`src/rtl/instruction_fetch_queue_if.sv`:
```
// instruction_fetch_queue_if: ICache, predictor, flush, JALR and dispatch signals of the fetch queue.
interface instruction_fetch_queue_if #(parameter int PTR_W = 3);
   logic ic_rdy;
   logic [31:0] ins;
   logic ins_asked;
   logic [31:0] ins_addr;
   logic ask_predictor;
   logic [31:0] ask_ins_addr;
   logic [31:0] jump_addr;
   logic [31:0] next_addr;
   logic jump;
   logic predictor_sgn_rdy;
   logic predictor_full;
   logic if_flush;
   logic [31:0] addr_from_predictor;
   logic jalr_commit;
   logic [31:0] jalr_addr;
   logic rob_full;
   logic lsb_full;
   logic if_ins_launch_flag;
   logic [31:0] if_ins;
   logic [31:0] if_ins_pc;
   logic [PTR_W:0] queue_count;
   modport master (
      input ic_rdy, ins, jump, predictor_sgn_rdy, predictor_full, if_flush, addr_from_predictor,
            jalr_commit, jalr_addr, rob_full, lsb_full,
      output ins_asked, ins_addr, ask_predictor, ask_ins_addr, jump_addr, next_addr,
             if_ins_launch_flag, if_ins, if_ins_pc, queue_count
   );
   modport slave (
      output ic_rdy, ins, jump, predictor_sgn_rdy, predictor_full, if_flush, addr_from_predictor,
             jalr_commit, jalr_addr, rob_full, lsb_full,
      input ins_asked, ins_addr, ask_predictor, ask_ins_addr, jump_addr, next_addr,
            if_ins_launch_flag, if_ins, if_ins_pc, queue_count
   );
endinterface

```
`src/rtl/instruction_fetch_queue.sv`:
```
// instruction_fetch_queue: fetch FSM with next-PC decode feeding a launch FIFO toward issue.
module instruction_fetch_queue #(
   parameter int QUEUE_DEPTH = 8,
   parameter int PTR_W = 3,
   parameter logic [31:0] RESET_PC = 32'h0
) (
   input logic clk,
   input logic rst,
   input logic rdy,
   instruction_fetch_queue_if.master bus
);
   typedef enum logic [2:0] {IDLE, WAIT_INS, PREDICT, WAIT_PRED, JALR_HOLD, DRAIN} state_t;
   localparam logic [6:0] OP_BRANCH = 7'b1100011;
   localparam logic [6:0] OP_JAL = 7'b1101111;
   localparam logic [6:0] OP_JALR = 7'b1100111;
   state_t state, state_n;
   logic [31:0] pc, pc_n, ins_q, ins_q_n, enq_ins;
   logic [31:0] ins_addr_n, ask_ins_addr_n, jump_addr_n, next_addr_n;
   logic [31:0] j_imm, b_imm;
   logic ask_n, pred_n, enq, pop;
   logic [31:0] mem_ins [QUEUE_DEPTH];
   logic [31:0] mem_pc [QUEUE_DEPTH];
   logic [PTR_W-1:0] head, tail;
   logic [PTR_W:0] count;
   assign j_imm = {{11{bus.ins[31]}}, bus.ins[31], bus.ins[19:12], bus.ins[20], bus.ins[30:21], 1'b0};
   assign b_imm = {{19{ins_q[31]}}, ins_q[31], ins_q[7], ins_q[30:25], ins_q[11:8], 1'b0};
   assign pop = count != '0 && !bus.rob_full && !bus.lsb_full && !bus.if_flush;
   assign bus.queue_count = count;
   always_comb begin
      state_n = state;
      pc_n = pc;
      ins_q_n = ins_q;
      enq_ins = bus.ins;
      ins_addr_n = bus.ins_addr;
      ask_ins_addr_n = bus.ask_ins_addr;
      jump_addr_n = bus.jump_addr;
      next_addr_n = bus.next_addr;
      ask_n = 1'b0;
      pred_n = 1'b0;
      enq = 1'b0;
      case (state)
         IDLE: if (count < (PTR_W+1)'(QUEUE_DEPTH)) begin
            ask_n = 1'b1;
            ins_addr_n = pc;
            state_n = WAIT_INS;
         end
         WAIT_INS: if (bus.ic_rdy) begin
            ins_q_n = bus.ins;
            enq = bus.ins[6:0] != OP_BRANCH;
            state_n = bus.ins[6:0] == OP_BRANCH ? PREDICT : bus.ins[6:0] == OP_JALR ? JALR_HOLD : IDLE;
            pc_n = bus.ins[6:0] == OP_JAL ? pc + j_imm : bus.ins[6:0] == OP_BRANCH || bus.ins[6:0] == OP_JALR ? pc : pc + 32'd4;
         end
         PREDICT: if (!bus.predictor_full) begin
            pred_n = 1'b1;
            ask_ins_addr_n = pc;
            jump_addr_n = pc + b_imm;
            next_addr_n = pc + 32'd4;
            state_n = WAIT_PRED;
         end
         WAIT_PRED: if (bus.predictor_sgn_rdy) begin
            enq = 1'b1;
            enq_ins = ins_q;
            pc_n = bus.jump ? bus.jump_addr : bus.next_addr;
            state_n = IDLE;
         end
         JALR_HOLD: if (bus.jalr_commit) begin
            pc_n = bus.jalr_addr;
            state_n = IDLE;
         end
         DRAIN: state_n = bus.ic_rdy ? IDLE : DRAIN;
         default: state_n = IDLE;
      endcase
      // a word still owed by the ICache must be swallowed before refetching
      if (bus.if_flush) begin
         enq = 1'b0;
         ask_n = 1'b0;
         pred_n = 1'b0;
         pc_n = bus.addr_from_predictor;
         state_n = state == WAIT_INS || state == DRAIN ? DRAIN : IDLE;
      end
   end
   always_ff @(posedge clk or posedge rst)
      if (rst) begin
         state <= IDLE;
         pc <= RESET_PC;
         ins_q <= '0;
         bus.ins_asked <= 1'b0;
         bus.ins_addr <= '0;
         bus.ask_predictor <= 1'b0;
         bus.ask_ins_addr <= '0;
         bus.jump_addr <= '0;
         bus.next_addr <= '0;
      end else if (rdy) begin
         state <= state_n;
         pc <= pc_n;
         ins_q <= ins_q_n;
         bus.ins_asked <= ask_n;
         bus.ins_addr <= ins_addr_n;
         bus.ask_predictor <= pred_n;
         bus.ask_ins_addr <= ask_ins_addr_n;
         bus.jump_addr <= jump_addr_n;
         bus.next_addr <= next_addr_n;
      end
   always_ff @(posedge clk or posedge rst)
      if (rst) begin
         head <= '0;
         tail <= '0;
         count <= '0;
         bus.if_ins_launch_flag <= 1'b0;
         bus.if_ins <= '0;
         bus.if_ins_pc <= '0;
      end else if (rdy) begin
         head <= bus.if_flush ? '0 : head + PTR_W'(pop);
         tail <= bus.if_flush ? '0 : tail + PTR_W'(enq);
         count <= bus.if_flush ? '0 : count + (PTR_W+1)'(enq) - (PTR_W+1)'(pop);
         bus.if_ins_launch_flag <= pop;
         if (pop) begin
            bus.if_ins <= mem_ins[head];
            bus.if_ins_pc <= mem_pc[head];
         end
      end
   always_ff @(posedge clk)
      if (rdy && enq) begin
         mem_ins[tail] <= enq_ins;
         mem_pc[tail] <= pc;
      end
endmodule

```
`src/flat_wrapper.sv`:
```
// flat-port wrapper written by rule: the top's interface ports become plain ports
module instruction_fetch_queue_flat 
#(
   parameter int QUEUE_DEPTH = 8,
   parameter int PTR_W = 3,
   parameter logic [31:0] RESET_PC = 32'h0
)
  (clk, rst, rdy, bus_ic_rdy, bus_ins, bus_jump, bus_predictor_sgn_rdy, bus_predictor_full, bus_if_flush, bus_addr_from_predictor, bus_jalr_commit, bus_jalr_addr, bus_rob_full, bus_lsb_full, bus_ins_asked, bus_ins_addr, bus_ask_predictor, bus_ask_ins_addr, bus_jump_addr, bus_next_addr, bus_if_ins_launch_flag, bus_if_ins, bus_if_ins_pc, bus_queue_count);
  instruction_fetch_queue_if #(.PTR_W(PTR_W)) bus_i ();
  input logic clk;
  input logic rst;
  input logic rdy;
  input wire logic [$bits(bus_i.ic_rdy)-1:0] bus_ic_rdy;
  input wire logic [$bits(bus_i.ins)-1:0] bus_ins;
  input wire logic [$bits(bus_i.jump)-1:0] bus_jump;
  input wire logic [$bits(bus_i.predictor_sgn_rdy)-1:0] bus_predictor_sgn_rdy;
  input wire logic [$bits(bus_i.predictor_full)-1:0] bus_predictor_full;
  input wire logic [$bits(bus_i.if_flush)-1:0] bus_if_flush;
  input wire logic [$bits(bus_i.addr_from_predictor)-1:0] bus_addr_from_predictor;
  input wire logic [$bits(bus_i.jalr_commit)-1:0] bus_jalr_commit;
  input wire logic [$bits(bus_i.jalr_addr)-1:0] bus_jalr_addr;
  input wire logic [$bits(bus_i.rob_full)-1:0] bus_rob_full;
  input wire logic [$bits(bus_i.lsb_full)-1:0] bus_lsb_full;
  output wire logic [$bits(bus_i.ins_asked)-1:0] bus_ins_asked;
  output wire logic [$bits(bus_i.ins_addr)-1:0] bus_ins_addr;
  output wire logic [$bits(bus_i.ask_predictor)-1:0] bus_ask_predictor;
  output wire logic [$bits(bus_i.ask_ins_addr)-1:0] bus_ask_ins_addr;
  output wire logic [$bits(bus_i.jump_addr)-1:0] bus_jump_addr;
  output wire logic [$bits(bus_i.next_addr)-1:0] bus_next_addr;
  output wire logic [$bits(bus_i.if_ins_launch_flag)-1:0] bus_if_ins_launch_flag;
  output wire logic [$bits(bus_i.if_ins)-1:0] bus_if_ins;
  output wire logic [$bits(bus_i.if_ins_pc)-1:0] bus_if_ins_pc;
  output wire logic [$bits(bus_i.queue_count)-1:0] bus_queue_count;
  assign bus_i.ic_rdy = bus_ic_rdy;
  assign bus_i.ins = bus_ins;
  assign bus_i.jump = bus_jump;
  assign bus_i.predictor_sgn_rdy = bus_predictor_sgn_rdy;
  assign bus_i.predictor_full = bus_predictor_full;
  assign bus_i.if_flush = bus_if_flush;
  assign bus_i.addr_from_predictor = bus_addr_from_predictor;
  assign bus_i.jalr_commit = bus_jalr_commit;
  assign bus_i.jalr_addr = bus_jalr_addr;
  assign bus_i.rob_full = bus_rob_full;
  assign bus_i.lsb_full = bus_lsb_full;
  assign bus_ins_asked = bus_i.ins_asked;
  assign bus_ins_addr = bus_i.ins_addr;
  assign bus_ask_predictor = bus_i.ask_predictor;
  assign bus_ask_ins_addr = bus_i.ask_ins_addr;
  assign bus_jump_addr = bus_i.jump_addr;
  assign bus_next_addr = bus_i.next_addr;
  assign bus_if_ins_launch_flag = bus_i.if_ins_launch_flag;
  assign bus_if_ins = bus_i.if_ins;
  assign bus_if_ins_pc = bus_i.if_ins_pc;
  assign bus_queue_count = bus_i.queue_count;
  instruction_fetch_queue #(.QUEUE_DEPTH(QUEUE_DEPTH), .PTR_W(PTR_W), .RESET_PC(RESET_PC)) u_core (.clk(clk), .rst(rst), .rdy(rdy), .bus(bus_i));
endmodule
```
`config.mk`:
```
export PLATFORM = sky130hd
export DESIGN_NAME = instruction_fetch_queue_flat
export DESIGN_NICKNAME = d
export VERILOG_FILES = /design/src/rtl/instruction_fetch_queue_if.sv /design/src/rtl/instruction_fetch_queue.sv /design/src/flat_wrapper.sv
export SDC_FILE = /design/constraint.sdc
export NUM_CORES = 1
export LEC_CHECK = 0
export ABC_CLOCK_PERIOD_IN_PS = 10800
export BUFFER_PORTS_ARGS = -buffer_cell sky130_fd_sc_hd__buf_2
export CAP_MARGIN = 25
export CORE_MARGIN = 2
export CORE_UTILIZATION = 35
export DETAILED_ROUTE_END_ITERATION = 8
export PLACE_DENSITY = 0.6
export SYNTH_ARGS = -nofsm -noshare
export SYNTH_HDL_FRONTEND = slang
export SYNTH_SLANG_ARGS = --single-unit
```
`constraint.sdc`:
```
create_clock -name clk -period 10.8 [get_ports clk]
set_input_delay 1.08 -clock clk [delete_from_list [all_inputs] [get_ports clk]]
set_output_delay 1.08 -clock clk [all_outputs]
set_load 0.01 [all_outputs]
```
Yosys cells after proc, flatten, opt, wreduce, memory -nomap -nowiden. Memories as Yosys holds them, arrays and structs flattened. A register that Yosys moved wholly into a read port is not among the register bits. Index checks and enable logic that the tools add are counted.

Register bits after elaboration: 208. Bits in writable memories: 512. Input port bits: 107. Output and inout port bits: 199. Logic and storage cells: 93. Memories kept: 2.

Add/subtract/negate cells: 7. Magnitude comparators: 1. Equal/unequal tests: 15. Muxes and demuxes: 36. Bitwise operators: 1. Reduce and logical (&&, ||, !) cells: 18.

Memory list: u_core.mem_ins (depth 8, width 32, rd ports 1, clocked after Yosys merged registers in 1, wr ports 1, line instruction_fetch_queue.sv:21) `logic [31:0] mem_ins [QUEUE_DEPTH];`; u_core.mem_pc (depth 8, width 32, rd ports 1, clocked after Yosys merged registers in 1, wr ports 1, line instruction_fetch_queue.sv:22) `logic [31:0] mem_pc [QUEUE_DEPTH];`.

Operator list (count): $mux W32 (9); $pmux W32 S3 (1); $add A32 B32 Y32 (2); $mux W3 (12); $add A32 B3 Y32 const B (1); $eq A7 B7 Y1 const B (3); $pmux W3 S6 (1); $ne A3 B3 Y1 const B (4); $reduce_and A6 Y1 (2); $mux W1 (11); $reduce_and A3 Y1 (3); $reduce_bool A4 Y1 (2); $ne A7 B7 Y1 const B (1); $add A3 B1 Y3 (2); $eq A3 B2 Y1 const B (2); $eq A3 B3 Y1 const B (2); $add A4 B1 Y4 (1); $logic_and A1 B1 Y1 (4); $lt A4 B4 Y1 const B (1); $mux W4 (1); $ne A4 B3 Y1 const B (1); $sub A4 B1 Y4 (1); $eq A3 B1 Y1 const B (1); $logic_not A1 Y1 (3); other kinds (6) (7).

Depth between registers and ports, before layout.
Depth after elaboration: 7. Gate-level depth with buffers: 12. Gate-level depth less buffers: 12.

Worst setup path after synthesis. No wires, ideal clock.

Kind: input port to flip-flop. Start point: input port bus_if_flush. End point: memory u_core.mem_ins[4][0], enable pin. Setup time: 0.667 ns. Data arrival time: 8.489 ns. Required time: 10.133 ns. Slack: 1.644 ns. Stages on the path: 5. Path buffers: 2. Path through: clkbuf_1 > buf_1 > a21oi_1 > nand2_1 > nor4b_1.

Longest elaborated chain between the ends: 4.

Ends and longest elaborated chain: start, declared (line flat_wrapper.sv:18) `input wire logic [$bits(bus_i.if_flush)-1:0] bus_if_flush;`; $mux W1 (line instruction_fetch_queue.sv:74) `if (bus.if_flush) begin`; $logic_and A1 B1 Y1 (line instruction_fetch_queue.sv:123) `if (rdy && enq) begin`; $mux W1 (line instruction_fetch_queue.sv:123); $mux W1 (implied by the code) (line instruction_fetch_queue.sv:124) `mem_ins[tail] <= enq_ins;`; end, declared (line instruction_fetch_queue.sv:21).

No other way between the ends.

Final worst setup path.
Start point: register u_core.state[0]. End point: memory u_core.mem_ins[3][18], enable pin.

Longest elaborated chain between the ends: 6. Elaborated cells on any way between the ends: 7. Classes of those cells: 2 x eq/ne; 4 x mux; 1 x reduce/logical.

Ends and longest elaborated chain: start, declared (line instruction_fetch_queue.sv:16) `state_t state, state_n;`; start signal, assigned (line instruction_fetch_queue.sv:94) `state <= state_n;`; $eq A3 B2 Y1 or $eq A3 B1 Y1 (tied branches) (line instruction_fetch_queue.sv:41) `case (state)`; $pmux W1 S2 * (line instruction_fetch_queue.sv:41); $mux W1 * (line instruction_fetch_queue.sv:74); $logic_and A1 B1 Y1 * (line instruction_fetch_queue.sv:123); $mux W1 * (line instruction_fetch_queue.sv:123); $mux W1 (implied by the code) * (line instruction_fetch_queue.sv:124).

Every way passes the cells marked *; elsewhere a longest branch is shown, timed or not.

==> reports/results.tsv <==
metric	value	unit
status	complete, no violations	
normalized max-slew margin	0.307	
# Post-CTS Setup Buffers	0	
die width	319	um
# setup viols final	0	
worst r2r src	u_core.state[0]	
ys flop type	edfxtp_1	
Mapped Area	34700	um2
CTS Buffer Depth	3	
cell with the most instances after synthesis	edfxtp_1	
Final Hold Viols	0	
Synth Warn #	0	
full die area	102000	um2
drt wl/cell	25.2	um
TritonCTS Sinks	781	
CP Data Required Time	11.07	ns
Hold WC Path Type	reg -> reg	
Worst setup SP type	flip-flop	
Detailed Route Iter0 Violations	2097	
GRT Total Usage	0.201	
post-synth top area share	0.444	
pwr dens	240	nW/um2
fin crit period	4.19	ns
Routed Antenna Nets	0	
row count	115	
TNS Setup	0	ns
Tcrit/Tclk final	0.388	
final wirelength	103000	um
Pins Over Slew Limit	0	
vias in the first global route	21949	
final worst setup slack	6.61	ns
DRT Pass-1 Iters	7	
Crit path arrival time	4.47	ns
port bufs	305	
RSZ-0062 raised after global routing	false	
total of max-cap violations	0	
first-pass GRT wire length	151000	um
worst skew pair latency	0.67	ns
htree depth	3	
Worst Path Max Fanout	45	
Post-DP HPWL	68000	um
Top Ports	306	
GR Overflow Total	0	
DR vias/cell	5.38	
Max IR drop VDD	0.112	mV
register bit total from synthesis	781	
Synth cell types	80	
Synth area leaders	edfxtp_1, dfrtp_1, mux4_2, nand2_1, mux2_2	
routed via count	22035	
gate count after technology mapping	2428	
CTS tree	done	
synth-to-layout area growth	17.4	%
Root Buffer	clkbuf_16	
antenna violations before repair	17	
pre-CTS WS	6.58	ns
gpl congestion	0.885	
CP endpoint kind	flip-flop	
post-CTS sizing	0	
fin nets	2912	
pin count of the biggest net entering global routing	113	
Slew @ Worst Pin	1.04	ns
cts hold-fix bufs	0	
number of fill cells in the layout	9023	
Initial Utilization	0.353	
sequential share of the synthesized area	0.638	
fraction of registers with async set/reset	0.344	
Post-synth EDFFs	512	
Yosys top cell by area	edfxtp_1	
Mapped Nets	2608	
average cell area after synthesis	14.3	um2
drt drc	0	
core area	98300	um2
Lkg Pwr	15.9	nW
Max Fclk	239	MHz
Setup Skew	0.0329	ns
CP startpoint	u_core.state[0]	
Commonest cells post-synth	edfxtp_1, nand2_1, dfrtp_1	
HP Start	u_core.bus.ask_ins_addr[20]	
share of layout cells above drive strength 1	0.269	
Reg clk slew, reported paths	0.06	ns
Die H	319	um
Crit Path Category	reg -> reg	
Num CTS Buffers	87	
[metrics by stage]
stage | total power, mW | hold slack [ns] | std cells | instance area (um2) | utilization
6_report | 9.77 | 0.471 | 4093 | 40700 | 0.414
5_1_grt | 10.3 | 0.500 | 4091 | 40700 | 0.414
4_1_cts | 9.84 | 0.474 | 4090 | 40600 | 0.413
3_5_place_dp | 6.87 | 0.458 | 3929 | 37800 | 0.384
3_3_place_gp | 6.84 | 0.456 | 3924 | 37700 | 0.383
2_1_floorplan | 5.81 | 0.446 | 2428 | 34700 | -
[layer usage]
| metal | wire (um) | part of all wire | up-vias | track usage |
|---|---|---|---|---|
| li1 | - | - | 9856 | - |
| met1 | 45900 | 0.45 | 11255 | 0.285 |
| met3 | 7610 | 0.074 | 154 | 0.0456 |
| met5 | 74 | 0.00072 | - | 0 |
| met4 | 2090 | 0.020 | 12 | 0.0474 |
| met2 | 47400 | 0.46 | 758 | 0.315 |
[worst paths after layout]
| path | endpoint | slack [ns] | cells past startpoint |
|---|---|---|---|
| min | u_core.bus.ask_ins_addr[20] | 0.47 | 2 |
| max reg2reg | u_core.mem_ins[3][18] | 6.61 | 10 |
| max | u_core.mem_ins[3][18] | 6.61 | 10 |
| min in group asynchronous | u_core.bus.ask_ins_addr[5] | 0.62 | 2 |
| max in group asynchronous | u_core.bus.if_ins[4] | 8.91 | 3 |
| min reg2reg | u_core.bus.ask_ins_addr[20] | 0.47 | 2 |
[cell usage in the layout, fill, tap and decap left out, types with 9 or more instances in the layout]
cell	netlist	final
clkinv_1	1	11
clkbuf_1	89	20
clkinv_2	0	12
dfrtp_1	269	267
nor2b_1	9	9
clkbuf_16	0	88
a21oi_1	87	87
and3_1	10	10
inv_1	38	37
clkbuf_8	0	10
xnor2_1	40	40
nor3_1	16	14
buf_4	4	39
o21ai_1	14	14
o211ai_1	17	17
mux2_2	101	101
mux4_2	128	128
a21o_1	26	26
mux2i_1	99	99
nand3_1	28	27
o21bai_1	14	14
nand2_1	324	323
nand2b_1	21	21
edfxtp_1	512	512
nand4_1	13	13
nor2_1	79	78
ha_1	70	70
a211oi_1	11	11
xor2_1	36	36
buf_2	17	305
o31ai_1	9	9
o21ai_0	189	189
[area by class of cell]
cell class              count  area (um2)  share of cell area
repair buffers            350        1980              0.0486
clock buffers             118        2410              0.0594
multi-input cells        1473       12000               0.294
well taps                1287        1610              0.0396
diodes                      2        5.00            0.000123
flip-flops and latches    781       22100               0.544
inverters                  39         155             0.00382
clock inverters            43         434              0.0107
[report_power, final]
part | leakage, nW | internal, mW | switching, mW
combinational | 6.46 | 1.11 | 1.53
clock | 1.38 | 1.68 | 1.26
sequential | 8.09 | 3.63 | 0.549
total | 15.9 | 6.43 | 3.34
[cell families (layout without fill, tap and decap cells)]
kind of cell,Yosys count,count (layout),synth area share
simple gates,533,533,0.0669
compound gates,463,463,0.0844
flops,781,781,0.638
other cells,0,2,0
mux,328,328,0.145
xor+xnor,76,76,0.0192
buf+inv,174,550,0.0199
fa+ha+maj,73,73,0.0270
[state kept, by name, summed over array words and instances (netlist names)]
register	count
u_core.mem_ins	256
u_core.mem_pc	256
u_core.bus.if_ins	32
u_core.bus.if_ins_pc	32
u_core.bus.ins_addr	32
u_core.bus.jump_addr	32
u_core.ins_q	32
u_core.pc	32
u_core.bus.ask_ins_addr	31
u_core.bus.next_addr	30
u_core.bus.queue_count	4
u_core.head	3
u_core.state	3
u_core.tail	3
u_core.bus.ask_predictor	1
u_core.bus.if_ins_launch_flag	1
u_core.bus.ins_asked	1
[worst max-delay path, cell delays in order (launching register included)]
cell     delay [ns]
dfrtp_1        0.45
inv_1          0.09
nor2_1         0.40
and2_1         0.46
nand2_1        0.10
buf_4          0.29
a21oi_1        0.39
nand3_1        0.30
nor3b_2        0.23
buf_4          0.33
buf_4          0.74
No activity file was read; power rests on OpenSTA's default activity.
